--- config.mk ---
export PLATFORM = sky130hd
export DESIGN_NAME = grid_io_multi_pad_flat
export DESIGN_NICKNAME = d
export VERILOG_FILES = /design/src/rtl/grid_io_pkg.sv /design/src/rtl/grid_io_multi_pad_if.sv /design/src/rtl/grid_io_pad_slice.sv /design/src/rtl/grid_io_multi_pad.sv /design/src/flat_wrapper.sv
export SDC_FILE = /design/constraint.sdc
export NUM_CORES = 1
export LEC_CHECK = 0
export BUFFER_PORTS_ARGS = -buffer_cell sky130_fd_sc_hd__buf_2
export CAP_MARGIN = 20
export CORE_MARGIN = 2
export CORE_UTILIZATION = 36
export CTS_CLUSTER_SIZE = 25
export DETAILED_ROUTE_END_ITERATION = 7
export GPL_TIMING_DRIVEN = 0
export PLACE_DENSITY = 0.66
export SETUP_SLACK_MARGIN = 0.5
export SLEW_MARGIN = 20
export SYNTH_ARGS = -nofsm -noshare
export SYNTH_HDL_FRONTEND = slang
export SYNTH_SLANG_ARGS = --single-unit
--- constraint.sdc ---
create_clock -name prog_clk -period 1.4 [get_ports prog_clk]
set_clock_uncertainty 0.05 [all_clocks]
set_input_delay 0 -clock prog_clk [delete_from_list [all_inputs] [get_ports prog_clk]]
set_output_delay 0 -clock prog_clk [all_outputs]
set_load 0.03 [all_outputs]
--- src/rtl/grid_io_pkg.sv ---
// Shared constants and state encoding for the multi-pad I/O tile.
package grid_io_pkg;

  // Position of each field inside one pad's group of configuration bits
  localparam int DIR_OFS      = 0;
  localparam int MODE_LO      = 1;
  localparam int MODE_HI      = 2;
  localparam int BITS_PER_PAD = 3;

  // Input capture modes; the value 2'b11 is not listed and behaves as MODE_COMB
  localparam logic [1:0] MODE_COMB = 2'b00;
  localparam logic [1:0] MODE_REG  = 2'b01;
  localparam logic [1:0] MODE_SYNC = 2'b10;

  typedef enum logic [1:0] {
    IDLE   = 2'd0,
    SHIFT  = 2'd1,
    COMMIT = 2'd2
  } cfg_state_e;

endpackage

--- src/rtl/grid_io_multi_pad_if.sv ---
// Pad-side bundle of the tile: SoC pad signals and the fabric data paths.
interface grid_io_multi_pad_if #(
  parameter int NUM_PADS = 4
);
  logic [NUM_PADS-1:0] gfpga_pad_sofa_plus_io_SOC_IN;
  logic [NUM_PADS-1:0] gfpga_pad_sofa_plus_io_SOC_OUT;
  logic [NUM_PADS-1:0] gfpga_pad_sofa_plus_io_SOC_DIR;
  logic [NUM_PADS-1:0] outpad;
  logic [NUM_PADS-1:0] inpad;

  // Master side drives pad inputs and fabric data, observes tile outputs
  modport master (
    output gfpga_pad_sofa_plus_io_SOC_IN,
    output outpad,
    input  gfpga_pad_sofa_plus_io_SOC_OUT,
    input  gfpga_pad_sofa_plus_io_SOC_DIR,
    input  inpad
  );

  // Slave side is the tile itself
  modport slave (
    input  gfpga_pad_sofa_plus_io_SOC_IN,
    input  outpad,
    output gfpga_pad_sofa_plus_io_SOC_OUT,
    output gfpga_pad_sofa_plus_io_SOC_DIR,
    output inpad
  );
endinterface

--- src/rtl/grid_io_pad_slice.sv ---
// One pad: active direction/mode bits, input capture pipeline, isolation gating.
module grid_io_pad_slice
  import grid_io_pkg::*;
(
  input  logic                    prog_clk,
  input  logic                    pReset,
  input  logic                    commit_en,
  input  logic [BITS_PER_PAD-1:0] cfg_bits,
  input  logic                    io_isol_n,
  input  logic                    soc_in,
  input  logic                    outpad,
  output logic                    soc_out,
  output logic                    soc_dir,
  output logic                    inpad
);

  logic       dir_q, dir_d;
  logic [1:0] mode_q, mode_d;
  logic       cap1_q, cap1_d;
  logic       cap2_q, cap2_d;
  logic       sel_in;

  // Next-state: active config loads only on a good commit; capture flops always run
  always_comb begin
    dir_d  = dir_q;
    mode_d = mode_q;
    if (commit_en) begin
      dir_d  = cfg_bits[DIR_OFS];
      mode_d = {cfg_bits[MODE_HI], cfg_bits[MODE_LO]};
    end
    cap1_d = soc_in;
    cap2_d = cap1_q;
  end

  // Register active config and capture pipeline; reset leaves the pad as an input
  always_ff @(posedge prog_clk) begin
    if (pReset) begin
      dir_q  <= 1'b1;
      mode_q <= MODE_COMB;
      cap1_q <= 1'b0;
      cap2_q <= 1'b0;
    end else begin
      dir_q  <= dir_d;
      mode_q <= mode_d;
      cap1_q <= cap1_d;
      cap2_q <= cap2_d;
    end
  end

  // Mode mux; the flops keep running so a mode change never inserts a bubble
  always_comb begin
    case (mode_q)
      MODE_REG:  sel_in = cap1_q;
      MODE_SYNC: sel_in = cap2_q;
      default:   sel_in = soc_in;
    endcase
  end

  assign soc_dir = ~io_isol_n | dir_q;
  assign soc_out = io_isol_n & outpad;
  assign inpad   = io_isol_n & sel_in;

endmodule

--- src/rtl/grid_io_multi_pad.sv ---
// Multi-pad I/O tile: shadow configuration chain, bit counter and commit FSM.
//
// state  | meaning
// IDLE   | waiting; config_enable=1 starts a new load (first bit shifted here)
// SHIFT  | shifting bits in; config_enable=0 ends the load
// COMMIT | one cycle: copy shadow to active only if exactly CHAIN_LEN bits arrived
module grid_io_multi_pad
  import grid_io_pkg::*;
#(
  parameter int NUM_PADS = 4
) (
  input  logic                 prog_clk,
  input  logic                 pReset,
  input  logic                 IO_ISOL_N,
  input  logic                 config_enable,
  input  logic                 ccff_head,
  output logic                 ccff_tail,
  output logic                 cfg_loaded,
  output logic                 cfg_count_err,
  grid_io_multi_pad_if.slave   pads
);

  localparam int CHAIN_LEN = BITS_PER_PAD * NUM_PADS;
  localparam int CNT_W     = $clog2(CHAIN_LEN + 2);
  // Saturating one past full makes any overshift read as a count error
  localparam logic [CNT_W-1:0] CNT_FULL = CNT_W'(CHAIN_LEN);
  localparam logic [CNT_W-1:0] CNT_MAX  = CNT_W'(CHAIN_LEN + 1);

  cfg_state_e           state_q, state_d;
  logic [CNT_W-1:0]     count_q, count_d;
  logic [CHAIN_LEN-1:0] shadow_q, shadow_d;
  logic                 loaded_q, loaded_d;
  logic                 err_q, err_d;
  logic                 commit_ok;

  // Next-state for chain, counter and commit flags
  always_comb begin
    state_d   = state_q;
    count_d   = count_q;
    shadow_d  = shadow_q;
    loaded_d  = loaded_q;
    err_d     = err_q;
    commit_ok = 1'b0;
    case (state_q)
      IDLE: begin
        if (config_enable) begin
          shadow_d = {shadow_q[CHAIN_LEN-2:0], ccff_head};
          count_d  = CNT_W'(1);
          state_d  = SHIFT;
        end
      end
      SHIFT: begin
        if (config_enable) begin
          shadow_d = {shadow_q[CHAIN_LEN-2:0], ccff_head};
          count_d  = (count_q == CNT_MAX) ? count_q : count_q + CNT_W'(1);
        end else begin
          state_d = COMMIT;
        end
      end
      COMMIT: begin
        state_d = IDLE;
        if (count_q == CNT_FULL) begin
          commit_ok = 1'b1;
          loaded_d  = 1'b1;
          err_d     = 1'b0;
        end else begin
          err_d = 1'b1;
        end
      end
      default: state_d = IDLE;
    endcase
  end

  // FSM, counter, shadow chain and status flags
  always_ff @(posedge prog_clk) begin
    if (pReset) begin
      state_q  <= IDLE;
      count_q  <= '0;
      shadow_q <= '0;
      loaded_q <= 1'b0;
      err_q    <= 1'b0;
    end else begin
      state_q  <= state_d;
      count_q  <= count_d;
      shadow_q <= shadow_d;
      loaded_q <= loaded_d;
      err_q    <= err_d;
    end
  end

  assign ccff_tail     = shadow_q[CHAIN_LEN-1];
  assign cfg_loaded    = loaded_q;
  assign cfg_count_err = err_q;

  for (genvar i = 0; i < NUM_PADS; i++) begin : g_pad
    grid_io_pad_slice u_slice (
      .prog_clk  (prog_clk),
      .pReset    (pReset),
      .commit_en (commit_ok),
      .cfg_bits  (shadow_q[BITS_PER_PAD*i +: BITS_PER_PAD]),
      .io_isol_n (IO_ISOL_N),
      .soc_in    (pads.gfpga_pad_sofa_plus_io_SOC_IN[i]),
      .outpad    (pads.outpad[i]),
      .soc_out   (pads.gfpga_pad_sofa_plus_io_SOC_OUT[i]),
      .soc_dir   (pads.gfpga_pad_sofa_plus_io_SOC_DIR[i]),
      .inpad     (pads.inpad[i])
    );
  end

endmodule

--- src/flat_wrapper.sv ---
// flat-port wrapper written by rule: the top's interface ports become plain ports
module grid_io_multi_pad_flat import grid_io_pkg::*;
#(
  parameter int NUM_PADS = 4
)
  (prog_clk, pReset, IO_ISOL_N, config_enable, ccff_head, ccff_tail, cfg_loaded, cfg_count_err, pads_gfpga_pad_sofa_plus_io_SOC_IN, pads_outpad, pads_gfpga_pad_sofa_plus_io_SOC_OUT, pads_gfpga_pad_sofa_plus_io_SOC_DIR, pads_inpad);
  grid_io_multi_pad_if #(.NUM_PADS(NUM_PADS)) pads_i ();
  input  logic prog_clk;
  input  logic pReset;
  input  logic IO_ISOL_N;
  input  logic config_enable;
  input  logic ccff_head;
  output logic ccff_tail;
  output logic cfg_loaded;
  output logic cfg_count_err;
  input wire logic [$bits(pads_i.gfpga_pad_sofa_plus_io_SOC_IN)-1:0] pads_gfpga_pad_sofa_plus_io_SOC_IN;
  input wire logic [$bits(pads_i.outpad)-1:0] pads_outpad;
  output wire logic [$bits(pads_i.gfpga_pad_sofa_plus_io_SOC_OUT)-1:0] pads_gfpga_pad_sofa_plus_io_SOC_OUT;
  output wire logic [$bits(pads_i.gfpga_pad_sofa_plus_io_SOC_DIR)-1:0] pads_gfpga_pad_sofa_plus_io_SOC_DIR;
  output wire logic [$bits(pads_i.inpad)-1:0] pads_inpad;
  assign pads_i.gfpga_pad_sofa_plus_io_SOC_IN = pads_gfpga_pad_sofa_plus_io_SOC_IN;
  assign pads_i.outpad = pads_outpad;
  assign pads_gfpga_pad_sofa_plus_io_SOC_OUT = pads_i.gfpga_pad_sofa_plus_io_SOC_OUT;
  assign pads_gfpga_pad_sofa_plus_io_SOC_DIR = pads_i.gfpga_pad_sofa_plus_io_SOC_DIR;
  assign pads_inpad = pads_i.inpad;
  grid_io_multi_pad #(.NUM_PADS(NUM_PADS)) u_core (.prog_clk(prog_clk), .pReset(pReset), .IO_ISOL_N(IO_ISOL_N), .config_enable(config_enable), .ccff_head(ccff_head), .ccff_tail(ccff_tail), .cfg_loaded(cfg_loaded), .cfg_count_err(cfg_count_err), .pads(pads_i));
endmodule
# [Word level (Yosys, flattened, before mapping)]
# Cells that the tools add are included.
# Widths: inputs -> output; s select.
[word_totals] out_inout_bits=15 word_cells=72 regBits=40
[op_classes] eq_ne=16 n_addsub=1 n_mux=14 n_reduce_logical=7 bitwise_logic=13
[op_table] cell="$mux 4" n=3
[op_table] cell="$eq 2x1->1 const B" n=5
[op_table] cell="$eq 2x2->1 const B" n=5
[op_table] cell="$and 1x1->1" n=8
[op_table] cell="$eq 4x4->1 const B" n=2
[op_table] cell="$ne 2x2->1 const B" n=4
[op_table] cell="$pmux 1 s2" n=4
[op_table] cell="$pmux 4 s2" n=1
[op_table] cell="$reduce_and 2->1" n=3
[op_table] cell="$add 4x1->4 const B" n=1
[op_table] cell="$mux 2" n=2
[op_table] cell="$or 1x1->1" n=4
[op_table] cell="$pmux 2 s2" n=1
[op_table] cell="$reduce_and 4->1" n=1
[op_table] cell="$mux 1" n=3
[op_table] cell="$logic_not 2->1" n=1
[op_table] cell="$reduce_bool 2->1" n=1
[op_table] cell="$reduce_or 2->1" n=1
[op_table] cell="$not 1->1" n=1

# [Logic depth before layout (Yosys ltp)]
[logic_depth] ltp_word=4 depth_mapped=6 mapped_depth_nobuf=5

# [Cells and area by module]
# Synthesis repeated with hierarchy kept, for this count alone.
[unflattened] hier_cells=181 area_unflattened_um2=1697.9
[by_module_without_submodules] module="grid_io_pad_slice" instances=4 cells_each=22 seq_area_each_um2=100.1 area_each_um2=224.0
[by_module_without_submodules] module="grid_io_multi_pad" instances=1 cells_each=93 seq_area_each_um2=400.4 area_each_um2=802.0

# [Worst setup path after synthesis]
# No wires, ideal clock.
[synth_timing] path_kind="flip-flop to flip-flop" from="register u_core.count_q[1]" to="register u_core.count_q[2]" arrival_time_ns=1.070 period_less_slack_ns=1.253 setup_slack_ns=0.147 stages_incl_launch_ff=6 path_cell_list="dfxtp_1 -> inv_1 -> ha_1 -> and4_1 -> o31ai_1 -> a21oi_1"
[synth_between] elab_chain_cells=4 elab_cells_between_ends=7 cone_classes="1 x add/sub; 2 x eq/ne; 3 x mux; 1 x reduce/logical"
[synth_lines] item="start, declared" line="grid_io_multi_pad.sv:30" source="logic [CNT_W-1:0] count_q, count_d;"
[synth_lines] item="start signal, assigned" line="grid_io_multi_pad.sv:84" source="count_q <= count_d;"
[synth_lines] item="$add 4x1->4" line="grid_io_multi_pad.sv:55" source="count_d = (count_q == CNT_MAX) ? count_q : count_q + CNT_W'(1);"
[synth_lines] item="$mux 4" line="grid_io_multi_pad.sv:55"
[synth_lines] item="$mux 4" line="grid_io_multi_pad.sv:53" source="if (config_enable) begin"
[synth_lines] item="$pmux 4 s2" line="grid_io_multi_pad.sv:44" source="case (state_q)"
# Parallel ways exist; a longest one is shown, timed or not. The select of a mux whose other input is x is not followed.
# A chain may end at the register's enable or synchronous reset.

# [Final worst setup path]
[layout_timing] from="register u_core.g_pad[2].u_slice.mode_q[0]" to="output port pads_inpad[2]"
[layout_between] elab_chain_cells=3 elab_cells_between_ends=4 cone_classes="2 x eq/ne; 1 x mux; 1 x bitwise"
[layout_lines] item="start, declared" line="grid_io_pad_slice.sv:18" source="logic [1:0] mode_q, mode_d;"
[layout_lines] item="start signal, assigned" line="grid_io_pad_slice.sv:44" source="mode_q <= mode_d;"
[layout_lines] item="$eq 2x2->1 or $eq 2x1->1 (tied branches)" line="grid_io_pad_slice.sv:52" source="case (mode_q)"
[layout_lines] item="$pmux 1 s2 (*)" line="grid_io_pad_slice.sv:52"
[layout_lines] item="$and 1x1->1 (*)" line="grid_io_pad_slice.sv:61" source="assign inpad = io_isol_n & sel_in;"
[layout_lines] item="end, declared" line="flat_wrapper.sv:20" source="output wire logic [$bits(pads_i.inpad)-1:0] pads_inpad;"
# Mark *: on every way between the ends. The rest lies on a longest branch, timed or not.

==> reports/results.txt <==
clock buffer depth - 2
DRC viols - 0
DR pass1 iterations - 4
cts bufs inserted - 5
max-slew violations - 0
register area share after synthesis - 0.436
Critical path origin - u_core.g_pad[2].u_slice.mode_q[0]
Fillers - 388
Tot GR Track Use - 0.171
min-delay src - pReset
worst reg2reg path depth - 5
Via density - 5.01
pre-CTS WS - 0.0867 ns
final worst setup slack - -0.112 ns
Reg area - 842 µm²
Yosys cell types - 28
Post-synth EDFFs - 0
Seq cells post-synth - 40
CTS tree - done
DR WL/cell - 13.5 µm
post-layout minimum cycle time - 1.51 ns
HP Class - in -> reg
Area Overhead vs Synth - 60.8%
Post-synth top flop - dfxtp_1
WL final - 4550 µm
core area - 0.00482 mm²
Top cell by count, worst path - buf_6
Finished Layout Cells - 337
GRT overflow - 0
Mean Syn Cell Area - 8.62 µm²
CP Launch Type - register
largest cells by area after synthesis - dfxtp_1 44%, ha_1 7.5%, a21oi_1 6.5%
CP required - 1.35 ns
Synth Net Count - 237
Least-Margin Pin Slew - 0.644 ns
mapped cell area - 0.00184 mm²
area of the multi-input gates - 0.00124 mm²
post-synth top area share - 0.436
1st-iter DRT viols - 59
Placed Cells incl. Taps - 306
Rel. slew slack - 0.571
setup violators final - 4
Hold Slack - 0.0788 ns
max frequency - 661 MHz
share of layout cells above drive strength 1 - 0.641
crit-path max cell delay - 0.36 ns
H-tree levels - 2
Via Count - 1687
failing checks - negative setup slack
ANT nets after route - 0
Die Width - 75.4 µm
final core occ - 0.613
CP Capture Type - output pin
Crit path depth - 7
Row Count - 25
biggest area consumer among synthesized cells - dfxtp_1
Synthesis Warnings - 0
final hold vios - 0
pwr dens - 824 mW/mm²
slowest CP cell - dfxtp_2
Clock Tree Root - clkbuf_8
worst hold stages - 2
critical path arrival - 1.46 ns
CP cell instances - inv_2 -> ha_4 -> a22oi_2 -> o21ai_1 -> and2_1 -> buf_6 -> buf_6
Reg clk slew, reported paths - 0.08 ns
n_diodes - 0
global placement routability congestion - 0.764
port bufs - 26
initial antenna violation count - 0
Die ar. - 0.00569 mm²
die height - 75.4 µm
hpwl dp - 2640 µm
max_cap viols - 0
largest net degree at the start of global routing - 13
Mapped Cells - 213
first-pass GRT wire length - 7270 µm
Starting Density - 0.381
Crit path max-delay family - flip-flops
run status - finished, violations left
CP Class - reg -> out
Worst Path Max Fanout - 3
Worst VDD drop - 0.417 mV
number of global-route vias before repair - 1610
Reg-to-Reg Start - u_core.count_q[0]
io pins - 28
RSZ-0062 raised after global routing - yes
nets - 293
WP buf/inv - 3
post-synthesis async set-or-reset flop share - 0
leakage power - 0.00110 µW
Clock Sinks - 40
worst skew pair latency - 0.30 ns
final worst path period share - 1.08
[Yosys cell counts, drive strengths merged, types with 5 or more instances]
cell type and number:
a21oi 24, and2 8, and3 5, buf 17, clkbuf 5, dfxtp 40, ha 11, inv 12
nand2 30, nand2b 5, nand3 8, nor2b 9, o21ai 15
[per-stage QoR]
stage	cell area [µm²]	TNS, ns	total power, µW
after CTS	2810	-0.520	2410
final	2950	-0.414	2430
after global placement	2130	0	1400
after detailed placement	2130	0	1400
after global routing	2950	-0.679	2520
after floorplan	1910	0	1340
[state kept, by name, indices dropped and copies added, names as in the netlist]
register                     cells
u_core.cfg_loaded                1
u_core.count_q                   4
u_core.g_pad.u_slice.dir_q       4
u_core.g_pad.u_slice.cap1_q      4
u_core.shadow_q                 12
u_core.cfg_count_err             1
u_core.g_pad.u_slice.mode_q      8
u_core.state_q                   2
u_core.g_pad.u_slice.cap2_q      4
[path summary, 6_finish.rpt]
path                                       end  slack [ns]
min reg2reg      u_core.g_pad[0].u_slice.dir_q        0.41
max reg2reg  u_core.g_pad[0].u_slice.mode_q[0]        0.09
max                              pads_inpad[2]       -0.11
min             u_core.g_pad[2].u_slice.cap2_q        0.08
[cell families (layout without fill, tap and decap cells)]
group / Yosys count / in the layout / share of synthesized area
compound gates: 50 / 50 / 0.153
flops: 40 / 40 / 0.436
buf+inv: 34 / 91 / 0.103
fa+ha+maj: 11 / 11 / 0.0749
simple gates: 78 / 78 / 0.233
[final cells by class]
type,count,share of cell area
buffer,22,0.0686
clock buffer,6,0.0246
clock inverter,2,0.0119
inverter,12,0.0199
multi-input combinational,139,0.422
sequential,40,0.285
tap,67,0.0284
timing repair buffer,49,0.140
[worst register-to-register path: stages (launching register included)]
cell        delay, ns
dfxtp_4          0.38
inv_4            0.06
ha_4             0.20
clkinvlp_4       0.22
o21ai_1          0.18
a21oi_1          0.08
[cell usage in the layout (no fill, tap or decap), types with 2 or more instances in the layout]
cell type and count:
clkbuf_1 5, and3_4 4, inv_2 8, clkbuf_8 5
nand3_2 4, dfxtp_4 7, nor4_4 2, a21oi_2 14
nand2_4 4, a211o_1 4, nor2_1 2, inv_4 2
dfxtp_1 21, o21ai_1 8, nand2b_4 5, a22oi_2 4
nand2_1 15, dlygate4sd3_1 6, dfxtp_2 12, buf_6 28
ha_2 4, ha_4 7, nand2_2 11, and2_1 8
o21ai_2 7, buf_8 2, nor2b_1 8, buf_4 15
buf_2 15, nor3b_2 2, a21oi_1 10, nand4b_1 3
nand3_1 4
[power by group]
part           total, µW  switching, µW  internal, µW  leakage, µW
sequential          1170           18.9          1150     0.000332
clock                943            413           529    0.0000552
combinational        325            174           151     0.000716
total               2430            606          1830      0.00110
[routing by layer]
metal  up-vias  global-route usage  wire length, µm
met3         5              0.0463              172
met4         0              0.0780               66
li1        827                   -                -
met2        33               0.288             2260
met5         -                   0                0
met1       822               0.202             2040
[repair_timing]
action / 4_1_cts / 5_1_grt
cloned: 3 / 0
setup endpoints to repair: 43 / 47
hold buffers: 6 / 0
pin swaps: 28 / 16
resized for setup: 126 / 34
setup buffers: 11 / 3
endpoints found under the hold margin: 6 / 0
(Power assumes the default switching activity.)
